**config.mk**
```make
export PLATFORM = sky130hd
export DESIGN_NAME = pkt_loopback_port_flat
export DESIGN_NICKNAME = d
export VERILOG_FILES = /design/src/rtl/pkt_loopback_port_if.sv /design/src/rtl/pkt_loopback_port.sv /design/src/flat_wrapper.sv
export SDC_FILE = /design/constraint.sdc
export NUM_CORES = 1
export LEC_CHECK = 0
export CORE_ASPECT_RATIO = 1.2
export CORE_MARGIN = 2
export CORE_UTILIZATION = 30
export DETAILED_ROUTE_END_ITERATION = 8
export MAX_ROUTING_LAYER = met4
export PLACE_DENSITY_LB_ADDON = 0.15
export SLEW_MARGIN = 20
export SYNTH_ARGS = -nofsm -noshare
export SYNTH_HDL_FRONTEND = slang
export SYNTH_SLANG_ARGS = --single-unit
```
**constraint.sdc**
```tcl
create_clock -name clock -period 7.23 [get_ports clock]
set_input_delay 2.169 -clock clock [delete_from_list [all_inputs] [get_ports clock]]
set_output_delay 2.169 -clock clock [all_outputs]
set_load 0.01 [all_outputs]
```
**src/rtl/pkt_loopback_port_if.sv**
```systemverilog
// Flit handshake bundle between a DMA endpoint (master) and the loopback port (slave).
// The DMA side drives rx/data_i and credit_i; the port side drives credit_o, tx and data_o.
interface pkt_loopback_port_if #(
  parameter int FLIT_WIDTH = 32
);
  logic                  rx;
  logic [FLIT_WIDTH-1:0] data_i;
  logic                  credit_o;
  logic                  tx;
  logic [FLIT_WIDTH-1:0] data_o;
  logic                  credit_i;

  modport master (output rx, data_i, credit_i, input credit_o, tx, data_o);
  modport slave  (input rx, data_i, credit_i, output credit_o, tx, data_o);
endinterface

```
**src/rtl/pkt_loopback_port.sv**
```systemverilog
// Store-and-forward loopback endpoint: buffers whole packets in a flit FIFO and replays
// each one with its header replaced by ECHO_HEADER. Oversize packets are consumed and dropped.
module pkt_loopback_port #(
  parameter int                    FLIT_WIDTH   = 32,
  parameter int                    BUFFER_DEPTH = 16,
  parameter logic [FLIT_WIDTH-1:0] ECHO_HEADER  = '0
) (
  input  logic                            clock,
  input  logic                            reset,
  pkt_loopback_port_if.slave              port,
  output logic [$clog2(BUFFER_DEPTH):0]   buffer_level,
  output logic [15:0]                     pkt_in_count,
  output logic [15:0]                     pkt_out_count,
  output logic [15:0]                     drop_count
);

  localparam int AW = $clog2(BUFFER_DEPTH);
  localparam int LW = AW + 1;
  localparam logic [FLIT_WIDTH-1:0] MAX_SIZE = FLIT_WIDTH'(BUFFER_DEPTH - 2);
  localparam logic [FLIT_WIDTH-1:0] ONE      = FLIT_WIDTH'(1);
  localparam logic [LW-1:0]         FULL     = LW'(BUFFER_DEPTH);

  typedef enum logic [1:0] {IN_HEADER, IN_SIZE, IN_PAYLOAD, IN_DISCARD} in_state_t;
  typedef enum logic [1:0] {EG_IDLE, EG_HEADER, EG_SIZE, EG_PAYLOAD}    eg_state_t;

  in_state_t in_state, in_next;
  eg_state_t eg_state, eg_next;

  logic [FLIT_WIDTH-1:0] mem [BUFFER_DEPTH];
  logic [AW-1:0]         wptr, rptr;
  logic [LW-1:0]         level, pkt_ready;
  logic [FLIT_WIDTH-1:0] remaining, out_remaining;
  logic [FLIT_WIDTH-1:0] head;

  logic accept, wr_en, rollback, drop, tail_in, rem_load, rem_dec;
  logic pop, tail_out, orem_load, orem_dec;
  logic tx;
  logic [FLIT_WIDTH-1:0] data_o;

  assign head         = mem[rptr];
  assign buffer_level = level;

  // Discarded flits never touch the FIFO, so a full buffer must not stall a discard.
  assign port.credit_o = reset && ((in_state == IN_DISCARD) || (level < FULL));
  assign accept        = port.rx && port.credit_o;

  // NOTE: every output of a combinational block gets a default first so no latch is inferred.
  always_comb begin
    in_next  = in_state;
    wr_en    = 1'b0;
    rollback = 1'b0;
    drop     = 1'b0;
    tail_in  = 1'b0;
    rem_load = 1'b0;
    rem_dec  = 1'b0;
    case (in_state)
      IN_HEADER: if (accept) begin
        wr_en   = 1'b1;
        in_next = IN_SIZE;
      end
      IN_SIZE: if (accept) begin
        if (port.data_i > MAX_SIZE) begin
          // Oversize sizes are always non-zero, so a discard phase always follows.
          rollback = 1'b1;
          drop     = 1'b1;
          rem_load = 1'b1;
          in_next  = IN_DISCARD;
        end else begin
          wr_en = 1'b1;
          if (port.data_i == '0) begin
            tail_in = 1'b1;
            in_next = IN_HEADER;
          end else begin
            rem_load = 1'b1;
            in_next  = IN_PAYLOAD;
          end
        end
      end
      IN_PAYLOAD: if (accept) begin
        wr_en   = 1'b1;
        rem_dec = 1'b1;
        if (remaining == ONE) begin
          tail_in = 1'b1;
          in_next = IN_HEADER;
        end
      end
      IN_DISCARD: if (accept) begin
        rem_dec = 1'b1;
        if (remaining == ONE) in_next = IN_HEADER;
      end
      default: in_next = IN_HEADER;
    endcase
  end

  always_comb begin
    eg_next   = eg_state;
    pop       = 1'b0;
    tail_out  = 1'b0;
    orem_load = 1'b0;
    orem_dec  = 1'b0;
    tx        = 1'b0;
    data_o    = ECHO_HEADER;
    case (eg_state)
      EG_IDLE: if (pkt_ready != '0) eg_next = EG_HEADER;
      EG_HEADER: begin
        tx = 1'b1;
        if (port.credit_i) begin
          pop     = 1'b1;
          eg_next = EG_SIZE;
        end
      end
      EG_SIZE: begin
        tx     = 1'b1;
        data_o = head;
        if (port.credit_i) begin
          pop = 1'b1;
          if (head == '0) begin
            tail_out = 1'b1;
            eg_next  = EG_IDLE;
          end else begin
            orem_load = 1'b1;
            eg_next   = EG_PAYLOAD;
          end
        end
      end
      EG_PAYLOAD: begin
        tx     = 1'b1;
        data_o = head;
        if (port.credit_i) begin
          pop      = 1'b1;
          orem_dec = 1'b1;
          if (out_remaining == ONE) begin
            tail_out = 1'b1;
            eg_next  = EG_IDLE;
          end
        end
      end
      default: eg_next = EG_IDLE;
    endcase
  end

  assign port.tx     = tx;
  assign port.data_o = data_o;

  // NOTE: sequential state uses non-blocking assignments so every register samples pre-edge values.
  always_ff @(posedge clock) begin
    if (!reset) begin
      in_state      <= IN_HEADER;
      eg_state      <= EG_IDLE;
      wptr          <= '0;
      rptr          <= '0;
      level         <= '0;
      pkt_ready     <= '0;
      remaining     <= '0;
      out_remaining <= '0;
      pkt_in_count  <= '0;
      pkt_out_count <= '0;
      drop_count    <= '0;
    end else begin
      in_state  <= in_next;
      eg_state  <= eg_next;
      if (wr_en)         wptr <= wptr + AW'(1);
      else if (rollback) wptr <= wptr - AW'(1);
      if (pop) rptr <= rptr + AW'(1);
      level     <= level + LW'(wr_en) - LW'(pop) - LW'(rollback);
      pkt_ready <= pkt_ready + LW'(tail_in) - LW'(tail_out);
      if (rem_load)     remaining <= port.data_i;
      else if (rem_dec) remaining <= remaining - ONE;
      if (orem_load)     out_remaining <= head;
      else if (orem_dec) out_remaining <= out_remaining - ONE;
      if (tail_in)  pkt_in_count  <= pkt_in_count + 16'd1;
      if (tail_out) pkt_out_count <= pkt_out_count + 16'd1;
      if (drop)     drop_count    <= drop_count + 16'd1;
    end
  end

  // NOTE: the flit storage has no reset; pointers and level alone define which entries are valid.
  always_ff @(posedge clock) begin
    if (wr_en) mem[wptr] <= port.data_i;
  end

  always_ff @(posedge clock) begin
    if (reset) begin
      assert (!(wr_en && level == FULL));
      assert (!(pop && level == '0));
    end
  end

endmodule

```
**src/flat_wrapper.sv**
```systemverilog
// flat-port wrapper written by rule: the top's interface ports become plain ports
module pkt_loopback_port_flat 
#(
  parameter int                    FLIT_WIDTH   = 32,
  parameter int                    BUFFER_DEPTH = 16,
  parameter logic [FLIT_WIDTH-1:0] ECHO_HEADER  = '0
)
  (clock, reset, buffer_level, pkt_in_count, pkt_out_count, drop_count, port_rx, port_data_i, port_credit_i, port_credit_o, port_tx, port_data_o);
  pkt_loopback_port_if #(.FLIT_WIDTH(FLIT_WIDTH)) port_i ();
  input  logic clock;
  input  logic reset;
  output logic [$clog2(BUFFER_DEPTH):0] buffer_level;
  output logic [15:0] pkt_in_count;
  output logic [15:0] pkt_out_count;
  output logic [15:0] drop_count;
  input wire logic [$bits(port_i.rx)-1:0] port_rx;
  input wire logic [$bits(port_i.data_i)-1:0] port_data_i;
  input wire logic [$bits(port_i.credit_i)-1:0] port_credit_i;
  output wire logic [$bits(port_i.credit_o)-1:0] port_credit_o;
  output wire logic [$bits(port_i.tx)-1:0] port_tx;
  output wire logic [$bits(port_i.data_o)-1:0] port_data_o;
  assign port_i.rx = port_rx;
  assign port_i.data_i = port_data_i;
  assign port_i.credit_i = port_credit_i;
  assign port_credit_o = port_i.credit_o;
  assign port_tx = port_i.tx;
  assign port_data_o = port_i.data_o;
  pkt_loopback_port #(.FLIT_WIDTH(FLIT_WIDTH), .BUFFER_DEPTH(BUFFER_DEPTH), .ECHO_HEADER(ECHO_HEADER)) u_core (.clock(clock), .reset(reset), .port(port_i), .buffer_level(buffer_level), .pkt_in_count(pkt_in_count), .pkt_out_count(pkt_out_count), .drop_count(drop_count));
endmodule
```
# ---- After elaboration in Yosys (flattened, before gate mapping)
# Memories as Yosys holds them, arrays and structs flattened. A register that Yosys moved wholly into a read port is not among the register bits.
# Cells that the tools add are included.
# Widths: inputs -> output; s select.
dict set report classes {
  n_addsub 13
  n_lt_le_gt_ge 2
  n_eq_ne 17
  n_mux 55
  reduce_logical 17
}
# op n
set op_table {}
lappend op_table {{$mux 32} 5}
lappend op_table {{$eq 32x1->1 const B} 2}
lappend op_table {{$logic_not 32->1} 2}
lappend op_table {{$sub 32x1->32 const B} 2}
lappend op_table {{$add 16x1->16 const B} 3}
lappend op_table {{$gt 32x4->1 const B} 1}
lappend op_table {{$mux 1} 29}
lappend op_table {{$mux 2} 12}
lappend op_table {{$mux 4} 4}
lappend op_table {{$sub 5x1->5} 3}
lappend op_table {{$ne 2x1->1 const B} 6}
lappend op_table {{$add 5x1->5} 2}
lappend op_table {{$add 4x1->4 const B} 2}
lappend op_table {{$eq 2x2->1 const B} 4}
lappend op_table {{$pmux 2 s4} 1}
lappend op_table {{$ne 2x2->1 const B} 3}
lappend op_table {{$pmux 1 s2} 3}
lappend op_table {{$pmux 2 s3} 1}
lappend op_table {{$reduce_bool 2->1} 3}
lappend op_table {{$reduce_or 2->1} 3}
lappend op_table {{$lt 5x5->1 const B} 1}
lappend op_table {{$reduce_and 5->1} 1}
lappend op_table {{$reduce_bool 5->1} 1}
lappend op_table {{$eq 2x1->1 const B} 2}
lappend op_table {{other kinds (6)} 8}
dict set report totals {
  regBits 134
  mem_bits_rw 512
  input_bits 36
  elab_cells 116
  n_memories 1
}
# name words width read_ports rd_clocked_by_memory_dff wr line
set mem_list {}
lappend mem_list {u_core.mem 16 32 1 1 1 pkt_loopback_port.sv:29} ;# logic [FLIT_WIDTH-1:0] mem [BUFFER_DEPTH];

# ---- Depth between registers and ports, before layout
dict set report logic_depth {
  word_depth 9
  mapped_depth 21
  mapped_depth_nobuf 16
}

# ---- Least setup slack after synthesis
# Ideal clock, no wire load.
dict set report synth_timing {
  kind {input -> register}
  from {in port_data_i[7]}
  to {mem u_core.mem[0][0], enable pin}
  t_arrival_ns 6.312
  required_time_ns 6.769
  setup_slack_ns 0.457
  cell_stages 8
  path_cell_list {nor4_1 nand4_1 nor2_1 nand2_1 a211oi_1 inv_1 or3_1 nor3_1}
}
dict set report synth_between {
  elab_chain_cells 6
}
# item line
set synth_lines {}
lappend synth_lines {{start: declaration} flat_wrapper.sv:17} ;# input wire logic [$bits(port_i.data_i)-1:0] port_data_i;
lappend synth_lines {{$gt 32x4->1} pkt_loopback_port.sv:62} ;# if (port.data_i > MAX_SIZE) begin
lappend synth_lines {{$mux 1} pkt_loopback_port.sv:62}
lappend synth_lines {{$mux 1} pkt_loopback_port.sv:61} ;# IN_SIZE: if (accept) begin
lappend synth_lines {{$pmux 1 s2} pkt_loopback_port.sv:56} ;# case (in_state)
lappend synth_lines {{$mux 1} pkt_loopback_port.sv:179} ;# if (wr_en) mem[wptr] <= port.data_i;
lappend synth_lines {{$mux 1 (not written as such)} pkt_loopback_port.sv:179}
lappend synth_lines {{end: declaration} pkt_loopback_port.sv:29}
# No other way between the ends.

==> results.md <==
* Status: finished clean
* Max transition margin at between 20% and 30%
* PortBufs at ~120
* Vias in the first global route at 16960
* Crit path arrival time at 3.95 ns
* Synthesized area per cell at 15.22 um2
* Dpl ws at 0.5610 ns
* IO Pins at 123
* Fmax at 163.4 MHz
* Initial antenna violation count at 1
* Overall Global Routing Usage at a little under a fifth
* Adder-cell share of the synthesized area at 1.500%
* Sink Count at 650
* Layout area overhead at 19.59%
* Dpl hpwl at 52070 um
* Crit end category: output pin
* Pins over their slew limit at 0
* Setup slack after layout at 1.108 ns
* Total die area at 92530 um2
* Post-synth EDFFs at 512
* Max IR drop VDD at around 140 uV
* Clock-pin slew on the worst setup and hold paths at 0.06 ns
* CTS tree: built
* Initial core utilization at between 30% and 40%
* Final Core Density at 36.18%
* FF+latch area at 18150 um2
* Unrepaired setup endpoints after global routing: no
* Layout cell share with drive strength beyond 1 at 17.06%
* Setup bufs post-CTS at 0
* Type of origin of the critical path: flip-flop
* Diodes inserted at 0
* Clock skew at 0.02545 ns
* DR iter-0 viols at between 1000 and 1500
* CTS H-tree depth at 3
* Overall Power at 9.422 mW
* Largest family of logic cells by synthesized area: multiplexers
* Compound-Gate Fraction of Synth Area at 6.157%
* Placed Area at 30080 um2
* Final Cycle Share at 84.67%
* CTS Hold Buffers Added at 0
* Multi-input logic area at 8483 um2
* XOR/XNOR Fraction of Synth Area at about 1.9%
* Top FF cell, synth: edfxtp_1
* Antenna-violating nets left at 0
* Post-route design area at 32320 um2
* Die Width at approximately 280 um
* Crit path max fanout at 30
* Netlist cell types at 67
* Crit path time final at 6.122 ns
* #FFs+latches synth at 650
* FP Rows at 120
* Placed insts at 3043
* CTS root buf: clkbuf_16
* Die Y at 332.8 um
* Worst-Skew Late Latency at 0.63 ns
* Synthesized netlist cell count at 1776
* Total CTS buffers at 71
* Slew @ Worst Pin at 1.045 ns
* Lkg Pwr at 10.31 nW
* Post-CTS resize count at 0
* Post-route DRC at 0
* Setup Viol. Count Final at 0
* Final Net Count at 2023
* Hold Slack at 0.4842 ns
* Synthesis Warnings at 0
* Drt pass-1 iters at 6
* Largest net degree at the start of global routing at 65
* Max-cap violations at 0
* Final hold vios at 0
* HP Class: flip-flop to flip-flop
* Fillers at 8448
* P per Cell Area at 291.5 nW/um2
* Final TNS setup at 0 ns
* Core area at between 80000 and 90000 um2
* Sequential-to-total area share from yosys stat at 67.10%
* Max clock buf depth at 3
* Worst EP required at 5.06 ns
* Mapped Nets at 1842
* Commonest non-fill, non-tap cell in the layout: edfxtp_1
* Asr flop ratio synth at 0%
* Synth Area in Simple Gates at 9.073%
* CP Class: flip-flop to output pin
* Synthesized area at between 20000 and 30000 um2
* Vias per std cell at 5.216
* Final wirelength at 81650 um
* First-pass GRT wire length at 119100 um
* Via count at ~17000
* Post-Layout Cell Count at 3170
* Overflow after GRT at 0
* Multiplexer share of the synthesized area at 12.30%
* Routed length per instance at 25.76 um
* Routability-driven placement congestion ratio at 0.8230
* Most frequent cells in the layout: edfxtp_1, dfxtp_1, mux4_2
[final timing paths]
| check | from | to | slack [ns] | cells after the start |
|---|---|---|---|---|
| setup reg to reg | flip-flop | u_core.pkt_ready[4]$_SDFF_PN0_ | 1.77 | 16 |
| hold / removal | u_core.pkt_out_count[15]$_SDFFE_PN0P_ | u_core.pkt_out_count[15]$_SDFFE_PN0P_ | 0.48 | 2 |
| setup / recovery | flip-flop | port_data_o[10] | 1.11 | 6 |
| hold reg to reg | u_core.pkt_out_count[15]$_SDFFE_PN0P_ | u_core.pkt_out_count[15]$_SDFFE_PN0P_ | 0.48 | 2 |
[report_power, final]
group          internal [mW]  switching [mW]
logic                  0.676           0.895
clock network           2.08            1.49
registers               4.14           0.134
total                   6.90            2.52
[metal layers]
metal / up-vias / global-route usage [%] / share of wire, %
met5: - / - / 0
met4: 0 / 4.669 / 1.7
met3: 87 / 2.276 / 4.3
met2: 436 / 30.63 / 51
met1: 8659 / 22.96 / 43
li1: 7354 / - / -
[kinds of logic (layout without fill, tap and decap cells)]
| kind of cell | after synthesis | count (layout) |
|---|---|---|
| XOR/XNOR | 58 | 58 |
| adder cells (fa/ha/maj) | 30 | 30 |
| AND/OR/NAND/NOR | 494 | 494 |
| flip-flops | 650 | 650 |
| AO/OA/AOI/OAI | 255 | 255 |
| buffers and inverters | 122 | 357 |
| multiplexers | 167 | 167 |
[registers in the layout (all words and copies together) (netlist names), named ones only]
signal                cells
u_core.buffer_level       5
u_core.drop_count        16
u_core.eg_state           2
u_core.in_state           2
u_core.mem              512
u_core.out_remaining     32
u_core.pkt_in_count      16
u_core.pkt_out_count     16
u_core.pkt_ready          5
u_core.remaining         32
u_core.rptr               4
u_core.wptr               4
[synth_stat cells (7+ instances only)]
cell type,count,area share (%)
mux4_2,132,11
nand4_1,23,0.53
ha_1,26,1.2
or4_1,7,0.19
or3_1,25,0.58
nand2b_1,17,0.39
nand2_1,89,1.2
o21ai_0,52,0.96
and3_1,9,0.21
a221oi_1,11,0.36
a22oi_1,35,0.97
a211oi_1,11,0.31
xnor2_1,20,0.65
nor3_1,59,1.1
dfxtp_1,138,10
a31oi_1,14,0.32
nor4_1,37,0.86
nor2_1,137,1.9
nand3_1,39,0.72
edfxtp_1,512,57
inv_1,33,0.46
buf_2,27,0.50
clkbuf_1,50,0.69
a21oi_1,77,1.4
mux2i_1,33,1.2
xor2_1,38,1.2
and2_1,26,0.60
[critical path: stages (launching register included)]
cell and delay, ns:
dfxtp_4 0.83, buf_4 0.52, mux4_2 0.58, a22o_1 0.33
or2_2 0.38, and2_1 0.19, clkdlybuf4s50_1 0.48
[final cells by class]
class,instances,area share [%]
repair buffers,196,5.791
flip-flops and latches,650,56.14
clock buffers,93,5.915
multi-input cells,1004,26.24
clock inverters,34,1.022
well taps,1159,4.486
inverters,34,0.4026
Note: power is estimated with default switching activity, not from simulation.
